===== src/rtl/cpu_mem_pkg.sv =====
// ----------------------------------------------------------------------------
// cpu_mem_pkg
// Shared definitions for the CPU main-memory side: the fill arbiter state
// encoding, the block word-offset width and the fill owner encoding.
// No ports (package).
// ----------------------------------------------------------------------------
package cpu_mem_pkg;

    // Arbiter states. The encoding is fixed so the hazard unit and debug
    // logic can decode the state directly.
    typedef enum logic [1:0] {
        IDLE  = 2'b00,
        WRITE = 2'b01,
        FILL  = 2'b10,
        DONE  = 2'b11
    } arb_state_t;

    // 8 sixteen-bit words per 16-byte block.
    localparam int BLOCK_OFFSET_W = 3;

    // Which cache a block fill belongs to.
    typedef enum logic {
        OWN_I = 1'b0,
        OWN_D = 1'b1
    } fill_owner_t;

endpackage


===== src/rtl/fill_counter.sv =====
// ----------------------------------------------------------------------------
// fill_counter
// Word counter for one side of a block fill (issue or receive). Counts
// accepted events from 0 up to the last word of the block and then raises a
// sticky done flag that blocks further counting until cleared.
//
// Ports:
//   clk    - system clock, rising edge
//   rst_n  - asynchronous active-low reset
//   clear  - synchronous clear of count and done
//   inc    - count one event this cycle
//   count  - current word index (wraps to 0 when the block completes)
//   done   - all words of the block have been counted
// ----------------------------------------------------------------------------
module fill_counter
    import cpu_mem_pkg::*;
#(
    parameter int W = BLOCK_OFFSET_W
) (
    input  logic         clk,
    input  logic         rst_n,
    input  logic         clear,
    input  logic         inc,
    output logic [W-1:0] count,
    output logic         done
);

    // The counter wraps to zero at the block end; done remembers that the
    // wrap happened so the owner knows the whole block has been counted.
    always_ff @(posedge clk or negedge rst_n) begin
        if (!rst_n) begin
            count <= '0;
            done  <= 1'b0;
        end else if (clear) begin
            count <= '0;
            done  <= 1'b0;
        end else if (inc && !done) begin
            count <= count + 1'b1;
            if (count == '1) begin
                done <= 1'b1;
            end
        end
    end

endmodule


===== src/rtl/cache_fill_arbiter.sv =====
// ----------------------------------------------------------------------------
// cache_fill_arbiter
// Owns the single main-memory port. Arbitrates between write-through stores,
// D-cache misses and I-cache misses (in that priority order), performs the
// one-cycle store, and sequences 8-word block fills into the requesting
// cache. busy is high whenever the port is owned so the pipeline can stall.
//
// Build option: CRIT_WORD_FIRST_EN - when defined, a fill starts at the
// missing word and wraps around the block; otherwise it starts at word 0.
//
// Ports:
//   clk, rst_n            - clock (rising edge), async active-low reset
//   i_miss, i_miss_addr   - I-cache miss request and byte address
//   d_miss, d_miss_addr   - D-cache miss request and byte address
//   d_wr_req/addr/data    - write-through store request
//   mem_en/wr/addr/wdata  - memory command port
//   mem_rdata, mem_data_valid - memory read return
//   i_fill_we, d_fill_we  - fill write strobes into each cache
//   fill_word, fill_data  - word offset and data of the current fill beat
//   i_fill_done, d_fill_done, d_wr_ack - completion pulses
//   busy                  - memory port owned
// ----------------------------------------------------------------------------
module cache_fill_arbiter
    import cpu_mem_pkg::*;
#(
    parameter int WORDS_PER_BLOCK = 8,
    parameter int MEM_LATENCY     = 4,
    parameter int ADDR_W          = 16
) (
    input  logic                      clk,
    input  logic                      rst_n,
    input  logic                      i_miss,
    input  logic [ADDR_W-1:0]         i_miss_addr,
    input  logic                      d_miss,
    input  logic [ADDR_W-1:0]         d_miss_addr,
    input  logic                      d_wr_req,
    input  logic [ADDR_W-1:0]         d_wr_addr,
    input  logic [15:0]               d_wr_data,
    output logic                      mem_en,
    output logic                      mem_wr,
    output logic [ADDR_W-1:0]         mem_addr,
    output logic [15:0]               mem_wdata,
    input  logic [15:0]               mem_rdata,
    input  logic                      mem_data_valid,
    output logic                      i_fill_we,
    output logic                      d_fill_we,
    output logic [BLOCK_OFFSET_W-1:0] fill_word,
    output logic [15:0]               fill_data,
    output logic                      i_fill_done,
    output logic                      d_fill_done,
    output logic                      d_wr_ack,
    output logic                      busy
);

    // The block counters are fixed at 3 bits and the receive side only
    // counts valid beats, so any other block size or a zero latency memory
    // is not a supported configuration.
    if (WORDS_PER_BLOCK != (1 << BLOCK_OFFSET_W) || MEM_LATENCY < 1) begin : g_bad_cfg
        $error("cache_fill_arbiter: unsupported WORDS_PER_BLOCK or MEM_LATENCY");
    end

    arb_state_t                state, state_nx;
    fill_owner_t               owner, owner_nx;
    logic [ADDR_W-1:4]         blk_tag, blk_tag_nx;
    logic [BLOCK_OFFSET_W-1:0] start, start_nx;
    logic [BLOCK_OFFSET_W-1:0] i_start, d_start;
    logic [BLOCK_OFFSET_W-1:0] ic_count, rc_count;
    logic [BLOCK_OFFSET_W-1:0] issue_off, recv_off;
    logic                      ic_done, rc_done;
    logic                      issue_active, rx_beat, cnt_clear;
    logic                      unused_addr_bits;

    // Start word of a new fill: the missing word itself when critical word
    // first is built in, otherwise always the first word of the block.
`ifdef CRIT_WORD_FIRST_EN
    assign i_start          = i_miss_addr[3:1];
    assign d_start          = d_miss_addr[3:1];
    assign unused_addr_bits = ^{i_miss_addr[0], d_miss_addr[0]};
`else
    assign i_start          = '0;
    assign d_start          = '0;
    assign unused_addr_bits = ^{i_miss_addr[3:0], d_miss_addr[3:0]};
`endif

    // A read is issued every FILL cycle until all eight have gone out; a
    // beat is accepted only in FILL, so stray returns elsewhere are dropped.
    assign issue_active = (state == FILL) && !ic_done;
    assign rx_beat      = (state == FILL) && mem_data_valid && !rc_done;
    assign cnt_clear    = (state != FILL);
    assign issue_off    = start + ic_count;
    assign recv_off     = start + rc_count;

    fill_counter #(.W(BLOCK_OFFSET_W)) u_issue_cnt (
        .clk   (clk),
        .rst_n (rst_n),
        .clear (cnt_clear),
        .inc   (issue_active),
        .count (ic_count),
        .done  (ic_done)
    );

    fill_counter #(.W(BLOCK_OFFSET_W)) u_recv_cnt (
        .clk   (clk),
        .rst_n (rst_n),
        .clear (cnt_clear),
        .inc   (rx_beat),
        .count (rc_count),
        .done  (rc_done)
    );

    // State and fill context registers. Owner, block tag and start word are
    // captured once when a fill is granted and then held, so the request
    // inputs may change freely while the fill runs.
    always_ff @(posedge clk or negedge rst_n) begin
        if (!rst_n) begin
            state   <= IDLE;
            owner   <= OWN_I;
            blk_tag <= '0;
            start   <= '0;
        end else begin
            state   <= state_nx;
            owner   <= owner_nx;
            blk_tag <= blk_tag_nx;
            start   <= start_nx;
        end
    end

    // Next-state logic. Arbitration happens only in IDLE, so anything that
    // arrives while the port is owned simply waits; after DONE there is
    // always one IDLE cycle before the next grant.
    always_comb begin
        state_nx   = state;
        owner_nx   = owner;
        blk_tag_nx = blk_tag;
        start_nx   = start;
        unique case (state)
            IDLE: begin
                if (d_wr_req) begin
                    state_nx = WRITE;
                end else if (d_miss) begin
                    state_nx   = FILL;
                    owner_nx   = OWN_D;
                    blk_tag_nx = d_miss_addr[ADDR_W-1:4];
                    start_nx   = d_start;
                end else if (i_miss) begin
                    state_nx   = FILL;
                    owner_nx   = OWN_I;
                    blk_tag_nx = i_miss_addr[ADDR_W-1:4];
                    start_nx   = i_start;
                end
            end
            WRITE: state_nx = IDLE;
            FILL: begin
                if (rx_beat && rc_count == '1) begin
                    state_nx = DONE;
                end
            end
            DONE: state_nx = IDLE;
            default: state_nx = IDLE;
        endcase
    end

    // Output decode. Everything is forced to zero outside the states that
    // use it, so an asynchronous reset clears every output immediately.
    always_comb begin
        mem_en      = 1'b0;
        mem_wr      = 1'b0;
        mem_addr    = '0;
        mem_wdata   = '0;
        i_fill_we   = 1'b0;
        d_fill_we   = 1'b0;
        fill_word   = '0;
        fill_data   = '0;
        i_fill_done = 1'b0;
        d_fill_done = 1'b0;
        d_wr_ack    = 1'b0;
        busy        = (state != IDLE);
        if (state == WRITE) begin
            mem_en    = 1'b1;
            mem_wr    = 1'b1;
            mem_addr  = d_wr_addr;
            mem_wdata = d_wr_data;
            d_wr_ack  = 1'b1;
        end
        if (issue_active) begin
            mem_en   = 1'b1;
            mem_addr = {blk_tag, issue_off, 1'b0};
        end
        if (state == FILL) begin
            fill_word = recv_off;
            fill_data = mem_rdata;
            i_fill_we = rx_beat && (owner == OWN_I);
            d_fill_we = rx_beat && (owner == OWN_D);
        end
        if (state == DONE) begin
            i_fill_done = (owner == OWN_I);
            d_fill_done = (owner == OWN_D);
        end
    end

endmodule


===== config.mk =====
export PLATFORM = sky130hd
export DESIGN_NAME = cache_fill_arbiter
export DESIGN_NICKNAME = d
export VERILOG_FILES = /design/src/rtl/cpu_mem_pkg.sv /design/src/rtl/fill_counter.sv /design/src/rtl/cache_fill_arbiter.sv
export SDC_FILE = /design/constraint.sdc
export NUM_CORES = 1
export LEC_CHECK = 0
export ABC_CLOCK_PERIOD_IN_PS = 1400
export BUFFER_PORTS_ARGS = -buffer_cell sky130_fd_sc_hd__buf_2
export CORE_UTILIZATION = 34
export DETAILED_ROUTE_END_ITERATION = 10
export HOLD_SLACK_MARGIN = 0.15
export PLACE_DENSITY = 0.77
export SLEW_MARGIN = 0
export SYNTH_ARGS = -nofsm -noshare
export SYNTH_HDL_FRONTEND = slang
export SYNTH_SLANG_ARGS = --single-unit

===== constraint.sdc =====
create_clock -name clk -period 1.4 [get_ports clk]
set_input_delay 0.21 -clock clk [delete_from_list [all_inputs] [get_ports clk]]
set_output_delay 0.21 -clock clk [all_outputs]
set_load 0.005 [all_outputs]

==> results.cfg <==
[synthesis]
yosysSeqAreaShare_pct = 36.2
yosys_warnings = 0
synth-edff-count = 0
yosys_register_bits = 23
synth_cells = 151
netlist.area_leader.share_pct = 36.2
synth_most_common_cell = and2_1
yosysTopAreaCell = dfrtp_1
yosys_most_used_dff = dfrtp_1
synth_area_um2 = 1590
syn_area_per_cell_um2 = 10.5
syn-num-nets = 241
yosysUniqueCellTypes = 25
async_flop_share_pct = 100
synthTopCellsByCount = 36 x and2_1, 23 x dfrtp_1, 16 x a22o_1
synth_area_leaders = dfrtp_1 36%, and2_1 14%, mux2_2 11%, a22o_1 8.8%, mux2_4 8.5%

[place]
dp_hpwl_um = 3410
gp_congestion = 0.695
portBuffers = 136
place_area_um2 = 2370

[route]
drt-initial-drc-count = 27
totalWireLength_um = 4490
ant_nets = 0
dr_total_vias = 1636
viasPerCell = 4.66
dr.pass1.iters = 4
drc = 0
post_drt_wl_per_cell_um = 12.8

[layout]
final_cell_area_um2 = 2590
nNetsFinal = 390
diodes = 0
drive_above_1_share_pct = 66.6
syn_to_final_growth_pct = 62.7

[pwr]
power_switching_share_pct = 34.7
leakage_nw = 1.49
p_seq_share_pct = 28.5
power-per-cell-area_nw_per_um2 = 1590
p_comb_share_pct = 61.4
peakVddDrop_v = 0.000809
p_int_mw = 2.69
p_sw_mw = 1.43
clkPwrFrac_pct = 10.2
p_total_mw = 4.12

[floorplan]
start_util_pct = 36.1
die_w_um = 70.4
core_area_um2 = 4410
placementRows = 24
dieArea_um2 = 4960
io_pins = 145
die_h_um = 70.4

[worst_setup_path]
setup.worst_path.class = flop to primary output
rr_startpoint = state[0]
cp.required_ps = 1190
endpoint_kind = primary output
r2r_cells = 5
r2r_end = blk_tag[14]
cp_max_fo = 28
reg2reg_slack_ps = -210
start_kind = flop
worstPathArrival_ps = 1430

[cts]
numCtsBuffers = 3
clkLatencyLatePin_ps = 270
clk_path_buf_depth = 2
clockRootBuffer = clkbuf_8
cts_tree = done
cts-htree-levels = 1
clk_pin_slew_ps = 80
clock-sinks = 23

[sta]
setup_violations = 71
slew_viol_final = 0
rsz0062_at_grt = yes
worstMarginPinSlew_ps = 529
slew_headroom_pct = 64.8
layout_setup_ws_ps = -244
finalClockSkew_ps = 1.76
finalCriticalPeriod_ps = 1640
max_freq_mhz = 608
timing.final.crit_share_pct = 117
hold_viol_final = 0

[grt]
grt_overflow = 0
antenna_found_initial = 0
grt_max_degree = 29
grt_pass1_vias = 1586
grtUsageTotal_pct = 18.2
grt_pass1_wl_um = 7200

[worst_hold_path]
holdPathStages = 3
hold_class = primary input to flop
holdCritStartpoint = d_wr_req
holdPathEnd = state[0]

[run_status]
status = finished, violations left
violations = setup timing

[job]
cap_violations = 0
critical path: stages, from the launching register on:
cell	delay [ps]
dfrtp_2	450
nor2b_4	150
buf_12	150
or2_2	290
buf_2	120
routing by layer:
| metal | vias to the layer above | track usage [%] | share of wire, % |
|---|---|---|---|
| met5 | - | 0 | 0 |
| met4 | 0 | 6.22 | 1.2 |
| met3 | 5 | 2.74 | 7.1 |
| met2 | 82 | 32.7 | 49 |
| met1 | 737 | 21.9 | 42 |
| li1 | 812 | - | - |
registers in the layout (all words and copies together) (netlist names):
signal,cells
blk_tag,12
u_issue_cnt.count,3
u_recv_cnt.count,3
state,2
owner,1
u_issue_cnt.done,1
u_recv_cnt.done,1
power by group through the flow:
stage	clock network [mW]	logic, mW	registers, mW
6_report	0.418	2.53	1.17
5_1_grt	0.461	2.77	1.21
4_1_cts	0.433	2.49	1.16
3_5_place_dp	0	2.20	1.16
3_3_place_gp	0	2.16	1.15
2_1_floorplan	0	1.28	1.09
worst max path at each step:
stage          startpoint          end  cells after the start
2_1_floorplan    state[0]  blk_tag[10]                      4
3_3_place_gp     state[0]  blk_tag[14]                      3
5_1_grt          state[1]  mem_addr[7]                      5
4_1_cts          state[0]       mem_en                      5
6_report         state[0]       mem_en                      4
3_5_place_dp     state[0]  blk_tag[15]                      3
cells in the final DEF, fill, tap and decap left out:
master / synthesis / layout
buf_2: 5 / 135
buf_12: 1 / 2
nand4b_1: 1 / 1
inv_1: 1 / 1
nor2_1: 9 / 9
a22o_1: 16 / 16
mux2_4: 9 / 12
nand2_1: 1 / 1
nor2b_2: 0 / 1
clkinv_2: 0 / 1
and2_1: 36 / 35
ha_1: 4 / 4
nor2b_4: 0 / 1
dfrtp_1: 23 / 21
nand2b_2: 0 / 1
nor3_4: 0 / 2
mux2i_1: 4 / 4
dlygate4sd3_1: 0 / 1
a21oi_1: 2 / 2
nand2b_4: 0 / 1
buf_4: 1 / 12
nand2b_1: 3 / 1
and2_4: 0 / 1
dfrtp_2: 0 / 2
clkbuf_8: 0 / 3
nor3_2: 1 / 1
o21a_4: 1 / 2
xor2_1: 2 / 2
and3_1: 2 / 2
nor2_4: 0 / 1
buf_6: 0 / 6
or2_2: 3 / 3
mux2_2: 15 / 12
metrics by stage:
stage | TNS (ps) | worst slack [ps] | utilization [%] | hold WS (ps) | instances
after floorplan | 0 | 23.7 | - | -85.6 | 151
after global placement | -683 | -77.1 | 53.7 | 206 | 337
after detailed placement | -1090 | -106 | 53.7 | 218 | 337
after CTS | -12290 | -256 | 57.8 | 210 | 348
after global routing | -17650 | -317 | 58.7 | 245 | 351
final | -13150 | -244 | 58.7 | 215 | 351
timing repair:
item | CTS | global route
cloned | 1 | 0
buffers inserted | 5 | 4
hold buffers | 1 | 0
pin swaps | 3 | 2
resized for setup | 18 | 5
setup endpoints to repair | 69 | 70
hold endpoints to repair | 23 | 0
cells by family after synthesis:
kind of cell	share of synthesized area, %
XOR/XNOR	1.10
buffers and inverters	4.95
flip-flops	36.2
AO/OA/AOI/OAI	10.4
adder cells (fa/ha/maj)	3.14
multiplexers	21.6
AND/OR/NAND/NOR	22.6
final cells by class:
| cell class | instances | area, um2 |
|---|---|---|
| Inverter | 1 | 3.75 |
| Timing Repair Buffer | 156 | 883 |
| Clock buffer | 3 | 41.3 |
| Tap cell | 52 | 65.1 |
| Clock inverter | 1 | 5.00 |
| Multi-Input combinational cell | 115 | 1010 |
| Fill cell | 408 | 1820 |
| Sequential cell | 23 | 578 |
No activity file was read; power rests on OpenSTA's default activity.
